## src/rtl/alu_pkg.sv

```systemverilog
// Shared opcode and FSM state types for the multi-cycle ALU.
package alu_pkg;

   typedef enum logic [2:0] {
      OP_ADD = 3'd0,
      OP_SUB = 3'd1,
      OP_MUL = 3'd2,
      OP_AND = 3'd3,
      OP_OR  = 3'd4,
      OP_XOR = 3'd5,
      OP_SHL = 3'd6,
      OP_SHR = 3'd7
   } op_t;

   typedef enum logic [1:0] {
      S_IDLE = 2'd0,
      S_BUSY = 2'd1,
      S_DONE = 2'd2
   } state_t;

endpackage

```

## src/rtl/alu_mul_seq.sv

```systemverilog
// Iterative shift-add multiplier: one partial product per cycle, N cycles.
module alu_mul_seq #(
   parameter int N = 8
) (
   input  logic           clk,
   input  logic           rst_n,
   input  logic           start,
   input  logic [N-1:0]   a,
   input  logic [N-1:0]   b,
   output logic           done,
   output logic [2*N-1:0] prod
);

   localparam int CW = $clog2(N);

   logic [2*N-1:0] acc;
   logic [2*N-1:0] mc;
   logic [N-1:0]   mp;
   logic [CW-1:0]  cnt;
   logic           busy;

   // prod is the accumulator including this cycle's partial product,
   // so it is already final while done is high.
   assign prod = acc + (mp[0] ? mc : '0);
   assign done = busy && (cnt == CW'(N-1));

   always_ff @(posedge clk) begin
      if (!rst_n) begin
         acc  <= '0;
         mc   <= '0;
         mp   <= '0;
         cnt  <= '0;
         busy <= 1'b0;
      end else if (start) begin
         acc  <= '0;
         mc   <= {{N{1'b0}}, a};
         mp   <= b;
         cnt  <= '0;
         busy <= 1'b1;
      end else if (busy) begin
         acc  <= prod;
         mc   <= mc << 1;
         mp   <= mp >> 1;
         cnt  <= cnt + 1'b1;
         busy <= !done;
      end
   end

endmodule

```

## src/rtl/alu_mc.sv

```systemverilog
// Multi-cycle ALU with valid/ready handshake; MUL built only when
// ALU_MC_MUL_EN is defined, otherwise MUL reports op_err.
module alu_mc
   import alu_pkg::*;
#(
   parameter int N = 8
) (
   input  logic         clk,
   input  logic         rst_n,
   input  logic         in_valid,
   output logic         in_ready,
   input  logic [2:0]   alu_op,
   input  logic [N-1:0] in1,
   input  logic [N-1:0] in2,
   output logic         out_valid,
   input  logic         out_ready,
   output logic [N-1:0] alu_out,
   output logic [N-1:0] alu_hi,
   output logic         z,
   output logic         c,
   output logic         v,
   output logic         n,
   output logic         op_err
);

   localparam int SW = $clog2(N);

   state_t         state;
   state_t         state_nxt;
   op_t            op;
   logic [SW-1:0]  amt;
   logic [N-1:0]   res;
   logic           cf;
   logic           vf;
   logic           ef;
   logic           is_mul;
   logic           accept;
   logic           mul_done;
   logic [2*N-1:0] mul_prod;

   assign op       = op_t'(alu_op);
   assign is_mul   = (op == OP_MUL);
   assign in_ready = rst_n && (state == S_IDLE);
   assign accept   = (state == S_IDLE) && in_valid;
   assign out_valid = (state == S_DONE);
   assign amt      = SW'(32'(in2) % 32'(N));

`ifdef ALU_MC_MUL_EN
   alu_mul_seq #(.N(N)) u_mul (
      .clk   (clk),
      .rst_n (rst_n),
      .start (accept && is_mul),
      .a     (in1),
      .b     (in2),
      .done  (mul_done),
      .prod  (mul_prod)
   );
`else
   assign mul_done = 1'b0;
   assign mul_prod = '0;
`endif

   always_comb begin
      res = '0;
      cf  = 1'b0;
      vf  = 1'b0;
      ef  = 1'b0;
      unique case (op)
         OP_ADD: begin
            {cf, res} = {1'b0, in1} + {1'b0, in2};
            vf = (in1[N-1] == in2[N-1]) && (res[N-1] != in1[N-1]);
         end
         OP_SUB: begin
            {cf, res} = {1'b0, in1} - {1'b0, in2};
            vf = (in1[N-1] != in2[N-1]) && (res[N-1] != in1[N-1]);
         end
`ifdef ALU_MC_MUL_EN
         OP_MUL: ef = 1'b0;
`else
         OP_MUL: ef = 1'b1;
`endif
         OP_AND: res = in1 & in2;
         OP_OR:  res = in1 | in2;
         OP_XOR: res = in1 ^ in2;
         // extra guard bit catches the last bit shifted out
         OP_SHL: {cf, res} = {1'b0, in1} << amt;
         OP_SHR: {res, cf} = {in1, 1'b0} >> amt;
         default: res = '0;
      endcase
   end

   always_comb begin
      state_nxt = state;
      unique case (state)
         S_IDLE: begin
            if (in_valid) begin
`ifdef ALU_MC_MUL_EN
               state_nxt = is_mul ? S_BUSY : S_DONE;
`else
               state_nxt = S_DONE;
`endif
            end
         end
         S_BUSY: if (mul_done) state_nxt = S_DONE;
         S_DONE: if (out_ready) state_nxt = S_IDLE;
         default: state_nxt = S_IDLE;
      endcase
   end

   always_ff @(posedge clk) begin
      if (!rst_n) state <= S_IDLE;
      else        state <= state_nxt;
   end

   always_ff @(posedge clk) begin
      if (!rst_n) begin
         alu_out <= '0;
         alu_hi  <= '0;
         z       <= 1'b0;
         c       <= 1'b0;
         v       <= 1'b0;
         n       <= 1'b0;
         op_err  <= 1'b0;
      end else if (state == S_BUSY && mul_done) begin
         alu_out <= mul_prod[N-1:0];
         alu_hi  <= mul_prod[2*N-1:N];
         z       <= (mul_prod[N-1:0] == '0);
         c       <= (mul_prod[2*N-1:N] != '0);
         v       <= (mul_prod[2*N-1:N] != '0);
         n       <= mul_prod[N-1];
         op_err  <= 1'b0;
      end else if (state_nxt == S_DONE && accept) begin
         alu_out <= res;
         alu_hi  <= '0;
         z       <= (res == '0);
         c       <= cf;
         v       <= vf;
         n       <= res[N-1];
         op_err  <= ef;
      end
   end

endmodule

```

## config.mk

```make
export PLATFORM = sky130hd
export DESIGN_NAME = alu_mc
export DESIGN_NICKNAME = d
export VERILOG_FILES = /design/src/rtl/alu_pkg.sv /design/src/rtl/alu_mul_seq.sv /design/src/rtl/alu_mc.sv
export SDC_FILE = /design/constraint.sdc
export NUM_CORES = 1
export LEC_CHECK = 0
export BUFFER_PORTS_ARGS = -buffer_cell sky130_fd_sc_hd__clkbuf_2
export CAP_MARGIN = 20
export CORE_MARGIN = 4
export CORE_UTILIZATION = 50
export CTS_CLUSTER_DIAMETER = 200
export CTS_CLUSTER_SIZE = 28
export DETAILED_ROUTE_END_ITERATION = 8
export PLACE_DENSITY = 0.82
export SETUP_SLACK_MARGIN = 0.1
export SYNTH_ARGS = -nofsm -noshare
export SYNTH_HDL_FRONTEND = slang
export SYNTH_SLANG_ARGS = --single-unit
```

## constraint.sdc

```tcl
create_clock -name clk -period 4 [get_ports clk]
set_input_delay 0.2 -clock clk [delete_from_list [all_inputs] [get_ports clk]]
set_output_delay 0.2 -clock clk [all_outputs]
set_load 0.02 [all_outputs]
```

==> summary.md, run 1 <==
| Metric | Value |
|---|---|
| Outcome | completed |
| Worst path required time | 4.18 ns |
| H-Tree Depth | 1 |
| Syn Area/Cell | 7.601 um2 |
| Crit-path max FO | 22 |
| Crit-path slowest cell | fa_1 |
| CP Launch Type | primary input |
| Crit path buffers/inverters | 1 |
| Nature of the critical path endpoint | flip-flop |
| Synth cell types | 70 |
| Row count | 25 |
| Fin. max-slew vios | 0 |
| CTS tree | built |
| Starting Density | 52.55% |
| Bufs on Longest Clock Path | 2 |
| Largest net degree at the start of global routing | 29 |
| DR pass1 iterations | 5 |
| Die W | 79.15 um |
| Top delay family on crit path | simple AND/OR/NAND/NOR gates |
| Async S/R FF share, synth | 0% |
| Setup violations, final | 0 |
| Pwr dens | 215.8 nW/um2 |
| Vias per std cell | 6.199 |
| CTS sink count | 14 |
| Critical path type | primary input to flip-flop |
| Leak | 0.001211 uW |
| Final Skew | 0.002737 ns |
| Clk slew on worst S/H paths | 0.06 ns |
| Post-DRT Antenna Nets | 0 |
| TritonCTS buffer count | 3 |
| Initial DRC Count | 326 |
| Max Clock Freq | 365.2 MHz |
| Seq cells post-synth | 14 |
| Core box area | 4817 um2 |
| Clk Tree Root Cell | clkbuf_8 |
| Worst-path cell chain | clkbuf_2, ha_1, fa_1, or2_1, a22o_1, xnor2_1, nor2_1, o31a_1, nor4b_2, nand4b_1, a21boi_1 |
| GPL Wtd Cong | 0.9729 |
| Least-Margin Pin Slew | 0.6871 ns |
| GRT Total Usage | 23.77% |
| Post-Syn Instances | 333 |
| Vias | 2591 |
| Hpwl dp | 5.745 mm |
| Fill count | 475 |
| Later-pin clock latency in the skew report | 0.25 ns |
| Peak supply drop | 119.7 uV |
| RSZ-0062 raised after global routing | no |
| Number of synthesized flops with an enable pin | 0 |
| Primary FF master, synth | dfxtp_1 |
| # hold bufs at CTS | 0 |
| Fin crit period | 2.738 ns |
| Post_cts resized | 0 |
| Nets | 406 |
| Syn. warnings | 0 |
| WP data arrival | 2.92 ns |
| Finished Layout Cells | 418 |
| PortBufs | 37 |
| # IOs | 46 |
| Commonest non-fill, non-tap cell in the layout | clkbuf_2 |
| Seq/Total Area, Yosys | 11.07% |
| Layout cells sized above 1 | 15.95% |
| Area grow syn2layout | 7.069% |
| DRC | 0 |
| Wire per inst | 17.53 um |
| Slew HR | 53.84% |
| Die area | 6265 um2 |
| DRT Wirelength | 7.327 mm |
| Placed cells | 414 |
| First-pass GRT wire length | 11.94 mm |
| Vias in the first global route | 2371 |
| Post-route cell area | 2710 um2 |
| Delay of the slowest critical-path stage | 0.42 ns |
| Die extent in y | 79.15 um |
| Fin crit share | 68.45% |
| Endpoints failing hold | 0 |
| Max cap viols | 0 |
| Layout Utilization | 56.26% |
| R2R Setup Slk | 2.47 ns |
| Mapped Area | 2531 um2 |
| Leading cell types in the layout, fill and taps excluded | clkbuf_2 (37), nand2_1 (35), ha_1 (29) |
| Initial antenna violation count | 0 |
| Worst min path class | primary input to flip-flop |
| Antenna diode count | 0 |
| Setup_tns | 0 ns |
| Post-CTS Setup Repair Bufs | 0 |
| Placed cell areas | 2655 um2 |
| GRT Residual Overflow | 0 |
routing by layer:
layer  vias up  part of all wire [%]  global-route usage, %
li1       1234                     -                      -
met3        28                   8.7                  3.741
met2       159                    43                  37.12
met1      1170                    45                  32.41
met5         -                     0                      0
met4         0                   3.6                  9.794
metrics by stage:
stage	power (uW)	worst slack, ns	hold WS (ns)
after floorplan	375.3	1.708	0.3538
after global placement	445.2	1.041	0.4487
after detailed placement	445.1	1.034	0.4514
after CTS	583.4	1.274	0.2582
after global routing	625.9	1.053	0.2642
final	584.9	1.262	0.2626
path summary, 6_finish.rpt:
check                 startpoint             endpoint  cells after the start
max                       in2[0]       z$_SDFFE_PN0P_                     11
min                    out_ready  state[1]$_SDFF_PN0_                      3
max reg2reg  state[1]$_SDFF_PN0_       z$_SDFFE_PN0P_                      6
min reg2reg       z$_SDFFE_PN0P_       z$_SDFFE_PN0P_                      2
worst register-to-register path, cell delays in order, from the launching register on:
cell      delay [ns]
dfxtp_1         0.32
nor2_1          0.13
and2_1          0.33
o21ai_2         0.13
nor4b_2         0.28
nand4b_1        0.13
a21boi_1        0.15
cell families after synthesis:
| logic type | after synthesis | synth area share [%] |
|---|---|---|
| compound gates | 98 | 27.48 |
| xor+xnor | 5 | 1.730 |
| fa+ha+maj | 31 | 15.92 |
| buf+inv | 55 | 10.48 |
| flops | 14 | 11.07 |
| mux | 15 | 9.788 |
| other cells | 1 | 0.1482 |
| simple gates | 114 | 23.38 |
cell usage after synthesis (2+ instances only):
master	instances	area, um2
a221oi_1	7	61.31
dfxtp_1	14	280.3
o32ai_1	3	26.28
clkbuf_1	11	41.29
o21ai_0	26	130.1
nand2_1	35	131.4
xor2_1	3	26.28
xnor2_1	2	17.52
o211ai_1	2	15.01
buf_6	2	22.52
and3b_1	3	26.28
nor3_1	7	35.03
fa_1	2	40.04
a211oi_1	2	15.01
a21oi_1	15	75.07
a32o_1	3	30.03
or3_1	2	12.51
nor2b_1	5	31.28
mux4_2	6	135.1
or4_1	2	15.01
buf_4	9	67.56
inv_1	22	82.58
nand2b_1	8	50.05
inv_2	3	11.26
a32oi_1	4	35.03
and2_1	6	37.54
a22oi_1	3	22.52
a41o_1	2	20.02
nor4_1	2	12.51
and3_1	3	18.77
buf_2	8	40.04
nand3_1	8	40.04
o21a_1	3	22.52
nor2_1	22	82.58
a21boi_0	4	30.03
ha_1	29	362.9
a31oi_1	2	12.51
nor3b_1	4	30.03
o22ai_1	3	18.77
mux2i_1	6	60.06
power by group:
group          switching [uW]  internal (uW)
clock                    48.4           87.2
sequential               3.81            147
combinational             185            113
state kept, by name (all words and copies together), names as in the netlist:
register and flops:
c 1, v 1, z 1, op_err 1, alu_out 8, state 2
final cells by class:
cell class	instances	area [um2]	area share, %
well taps	67	83.83	3.093
multi-input cells	271	2012	74.24
inverters	25	93.84	3.463
repair buffers	37	185.2	6.833
flip-flops and latches	14	280.3	10.34
clock buffers	4	55.05	2.031
Power figures use the tool's default switching activity.
==> inputs of run 2 (changes only) <==
==> constraint.sdc (replaced) <==
create_clock -name clk -period 2.8 [get_ports clk]
set_input_delay 0.14 -clock clk [delete_from_list [all_inputs] [get_ports clk]]
set_output_delay 0.14 -clock clk [all_outputs]
set_load 0.02 [all_outputs]
==> summary.md, run 2 (synthesis gave the netlist of run 1 again) <==
| Metric | Value |
|---|---|
| Outcome | completed |
| Register area | 280.3 um2 |
| Post-DRT Antenna Nets | 0 |
| TritonCTS buffer count | 3 |
| Area occupied by multi-input gates | 2012 um2 |
| Clk Tree Root Cell | clkbuf_8 |
| Post_cts resized | 0 |
| Vias | 2630 |
| Layout cells sized above 1 | 18.28% |
| Switch share | 40.14% |
| GRT Residual Overflow | 0 |
| Core box area | 4817 um2 |
| Fin crit share | 83.57% |
| Die area | 6265 um2 |
| Clk slew on worst S/H paths | 0.06 ns |
| CTS sink count | 14 |
| Peak supply drop | 187.7 uV |
| Endpoints failing hold | 0 |
| Place WS | 0.2225 ns |
| Share of power burned in registers | 25.4% |
| Most flops, register | alu_out |
| Leading cell types in the layout, fill and taps excluded | clkbuf_2 (37), nand2_1 (35), ha_1 (29) |
| Nets | 416 |
| Top Registers | alu_out x8, state x2 |
| Fill count | 474 |
| Slew HR | 67.09% |
| Max Clock Freq | 427.4 MHz |
| Initial antenna violation count | 0 |
| Die extent in y | 79.15 um |
| Fin. max-slew vios | 0 |
| GPL Wtd Cong | 1.011 |
| Die W | 79.15 um |
| Area grow syn2layout | 10.03% |
| Later-pin clock latency in the skew report | 0.24 ns |
| Worst path required time | 2.98 ns |
| Least-Margin Pin Slew | 0.4884 ns |
| Max FFs per register | 8 |
| DR pass1 iterations | 5 |
| Clock power share | 22.8% |
| Vias in the first global route | 2349 |
| Setup_tns | 0 ns |
| Setup violations, final | 0 |
| Switching pwr | 339.9 uW |
| First-pass GRT wire length | 11.80 mm |
| Gate power share | 51.8% |
| RSZ-0062 raised after global routing | no |
| PortBufs | 37 |
| Nature of the critical path endpoint | flip-flop |
| H-Tree Depth | 1 |
| Bufs on Longest Clock Path | 2 |
| WP data arrival | 2.52 ns |
| Final Skew | 0.002718 ns |
| Commonest non-fill, non-tap cell in the layout | clkbuf_2 |
| Vias per std cell | 6.145 |
| Worst min path class | primary input to flip-flop |
| Initial DRC Count | 180 |
| Pwr dens | 304.0 nW/um2 |
| Crit-path max FO | 6 |
| CTS tree | built |
| Leak | 0.001261 uW |
| GRT Total Usage | 23.22% |
| Max cap viols | 0 |
| Critical path type | primary input to flip-flop |
| PnR worst setup slack | 0.4601 ns |
| # hold bufs at CTS | 0 |
| Row count | 25 |
| CP Launch Type | primary input |
| Hpwl dp | 5.718 mm |
| # IOs | 46 |
| DRT Wirelength | 7.216 mm |
| Fin crit period | 2.340 ns |
| DRC | 0 |
| Wire per inst | 16.86 um |
| Internal power | 506.9 uW |
| Starting Density | 52.55% |
| Largest net degree at the start of global routing | 24 |
| Total power | 846.8 uW |
| Post-CTS Setup Repair Bufs | 0 |
| Antenna diode count | 0 |
==> run 2: cell count changes in the layout (fill, tap and decap cells not counted) <==
cell | previous run | this run
buf_4 | 0 | 10
==> run 2: metrics by stage <==
step	std cells	hold slack [ns]	utilization [%]	cell area [um2]
6_report	428	0.2058	57.82	2785
3_5_place_dp	424	0.4575	56.68	2730
2_1_floorplan	340	0.2938	-	2557
4_1_cts	428	0.2081	57.82	2785
3_3_place_gp	424	0.4484	56.68	2730
5_1_grt	428	0.2242	57.82	2785
==> run 2: worst paths after layout <==
path	start	end	slack [ns]	cells past startpoint
worst min register to register	op_err$_SDFFE_PN0P_	op_err$_SDFFE_PN0P_	0.46	2
worst min-delay path	out_ready	state[1]$_SDFF_PN0_	0.21	3
worst max-delay path	in1[0]	z$_SDFFE_PN0P_	0.46	12
worst max register to register	state[1]$_SDFF_PN0_	z$_SDFFE_PN0P_	1.34	6
==> run 2: per-layer routing <==
metal	global-route usage, %	wire, um	vias to the layer above
li1	-	-	1257
met1	31.83	3077	1203
met2	38.80	3271	146
met3	1.814	650	24
met4	6.873	216	0
met5	0	0	-
==> run 2: area by class of cell <==
class                      count  area share, %
clock buffer                   4          1.977
inverter                      25          3.369
multi-input combinational    271          72.24
sequential                    14          10.06
tap                           67          3.010
timing repair buffer          47          9.344
==> run 2: worst max-delay path: stages <==
cell and delay (ns):
clkbuf_2 0.14, inv_1 0.08, ha_1 0.23, fa_1 0.44, or2_1 0.27, a22o_1 0.21
xnor2_1 0.14, nor2_1 0.06, o31a_1 0.28, nor4b_2 0.27, nand4b_1 0.12, a21boi_1 0.15
==> run 2: power groups by stage <==
stage / Sequential [uW] / Clock, uW / Combinational [uW]
after floorplan: 231 / 0 / 306
final: 215 / 193 / 438
after detailed placement: 220 / 0 / 429
after CTS: 216 / 196 / 431
after global routing: 218 / 203 / 478
after global placement: 219 / 0 / 425
==> inputs of run 3 (changes only) <==
==> constraint.sdc (replaced) <==
create_clock -name clk -period 2.4 [get_ports clk]
set_input_delay 0.12 -clock clk [delete_from_list [all_inputs] [get_ports clk]]
set_output_delay 0.12 -clock clk [all_outputs]
set_load 0.02 [all_outputs]
==> summary.md, run 3 (synthesis gave the netlist of run 1 again) <==
| Metric | Value |
|---|---|
| Outcome | completed |
| CTS sink count | 14 |
| Vias | 2792 |
| Clk Tree Root Cell | clkbuf_8 |
| Switching pwr | 408.5 uW |
| Nets | 445 |
| Highest Signal Layer | met4 |
| Cell count of the worst hold path | 3 |
| R2R Setup Slk | 0.94 ns |
| Die area | 6265 um2 |
| Row count | 25 |
| Fin. max-slew vios | 0 |
| WP data arrival | 2.33 ns |
| Critical path type | primary input to flip-flop |
| Internal power | 602.3 uW |
| Worst path required time | 2.53 ns |
| Final Skew | 0.0003562 ns |
| First-pass GRT wire length | 12.61 mm |
| Reg2reg end | z$_SDFFE_PN0P_ |
| Post-CTS Setup Repair Bufs | 0 |
| Peak supply drop | 218.0 uV |
| PortBufs | 37 |
| GPL Wtd Cong | 0.9202 |
| Reg2reg start | state[1]$_SDFF_PN0_ |
| Fin crit share | 91.71% |
| HP Start | out_ready |
| Most flops, register | alu_out |
| Share of power burned in registers | 24.9% |
| Hold Path End | state[1]$_SDFF_PN0_ |
| Hpwl dp | 6.207 mm |
| Antenna diode count | 0 |
| Largest net degree at the start of global routing | 20 |
| Top Registers | alu_out x8, state x2 |
| Switch share | 40.42% |
| Bufs on Longest Clock Path | 2 |
| Endpoints failing hold | 0 |
| WL met1 | 3.187 mm |
| Die W | 79.15 um |
| Max cap viols | 0 |
| GRT Total Usage | 25.02% |
| PnR worst setup slack | 0.1989 ns |
| Core box area | 4817 um2 |
| Pwr dens | 334.8 nW/um2 |
| Area occupied by multi-input gates | 2026 um2 |
| Clock power share | 18.1% |
| Reg2reg path depth | 6 |
| Leak | 0.001399 uW |
| Worst min path class | primary input to flip-flop |
| Vias in the first global route | 2516 |
| DR pass1 iterations | 5 |
| TritonCTS buffer count | 3 |
| Layout cells sized above 1 | 24.94% |
| Area grow syn2layout | 19.28% |
| CP Launch Type | primary input |
| Met2 Wirelength | 3.560 mm |
| Later-pin clock latency in the skew report | 0.24 ns |
| Fin crit period | 2.201 ns |
| Nature of the critical path endpoint | flip-flop |
| DRC | 0 |
| Place WS | -0.08688 ns |
| Crit-path max FO | 4 |
| Worst hold slack | 0.2026 ns |
| Gate power share | 57.0% |
| CTS tree | built |
| # IOs | 46 |
| Wire per inst | 16.79 um |
| Fill count | 454 |
| Clk slew on worst S/H paths | 0.05 ns |
| Register area | 280.3 um2 |
| Met3 wire length | 781 um |
| Setup violations, final | 0 |
| H-Tree Depth | 1 |
| Post-DRT Antenna Nets | 0 |
| Initial DRC Count | 279 |
| Max Clock Freq | 454.3 MHz |
| Initial antenna violation count | 0 |
| Leading cell types in the layout, fill and taps excluded | clkbuf_2 (37), buf_4 (37), nand2_1 (35) |
| DRT Wirelength | 7.657 mm |
| GRT Residual Overflow | 0 |
| RSZ-0062 raised after global routing | yes |
| Layout Utilization | 62.68% |
| Max FFs per register | 8 |
| Die extent in y | 79.15 um |
| Starting Density | 52.55% |
| Vias per std cell | 6.123 |
run 3: changes by cell type in the layout (fill, tap and decap cells not counted), sizes merged:
| cell | delta |
|---|---|
| buf | +29 |
| clkbuf | -1 |
run 3: layer usage:
layer  global-route usage (%)  up-vias
li1                         -     1312
met1                    35.13     1279
met2                    41.67      181
met3                    1.927       20
met4                    5.670        0
met5                        0        -
run 3: through the flow:
| step | TNS [ns] | cells | cell area (um2) | power [uW] |
|---|---|---|---|---|
| global placement | -0.02466 | 453 | 2960 | 804.6 |
| detailed placement | -0.1538 | 453 | 2960 | 814.6 |
| CTS | 0 | 456 | 3002 | 999.2 |
| global route | 0 | 456 | 3019 | 1076 |
| finish | 0 | 456 | 3019 | 1011 |
| floorplan | 0 | 340 | 2557 | 625.5 |
run 3: layout make-up:
class                      count  area share, %
multi-input combinational    271          67.09
timing repair buffer          76          16.37
sequential                    14          9.283
inverter                      25          3.108
tap                           67          2.777
clock buffer                   3          1.368
run 3: critical path, stage by stage:
cell and delay, ns:
clkbuf_2 0.11, inv_1 0.06, ha_1 0.22, fa_2 0.36, or2_1 0.25, a221oi_1 0.36
nor2_1 0.08, o21bai_1 0.14, a21oi_1 0.10, o21ai_0 0.17, o211ai_1 0.13, a32o_1 0.23
run 3: worst max path at each step:
stage	to	slack [ns]	cells past startpoint	start
2_1_floorplan	alu_out[7]$_SDFFE_PN0P_	0.19	11	in2[1]
3_3_place_gp	z$_SDFFE_PN0P_	-0.02	12	in1[0]
3_5_place_dp	z$_SDFFE_PN0P_	-0.09	12	in1[0]
4_1_cts	z$_SDFFE_PN0P_	0.16	12	in1[0]
5_1_grt	z$_SDFFE_PN0P_	0.07	12	in1[0]
6_report	c$_SDFFE_PN0P_	0.20	12	in1[0]
run 3: what timing repair did:
item | CTS | global route
resized for setup | 0 | 5
hold buffers | 0 | 0
setup endpoints to repair | 0 | 3
run 3: power groups by stage:
stage / logic (uW) / clock network (uW) / registers, uW
2_1_floorplan: 356 / 0 / 269
3_3_place_gp: 549 / 0 / 256
3_5_place_dp: 558 / 0 / 257
4_1_cts: 561 / 187 / 252
5_1_grt: 629 / 194 / 253
6_report: 576 / 183 / 252
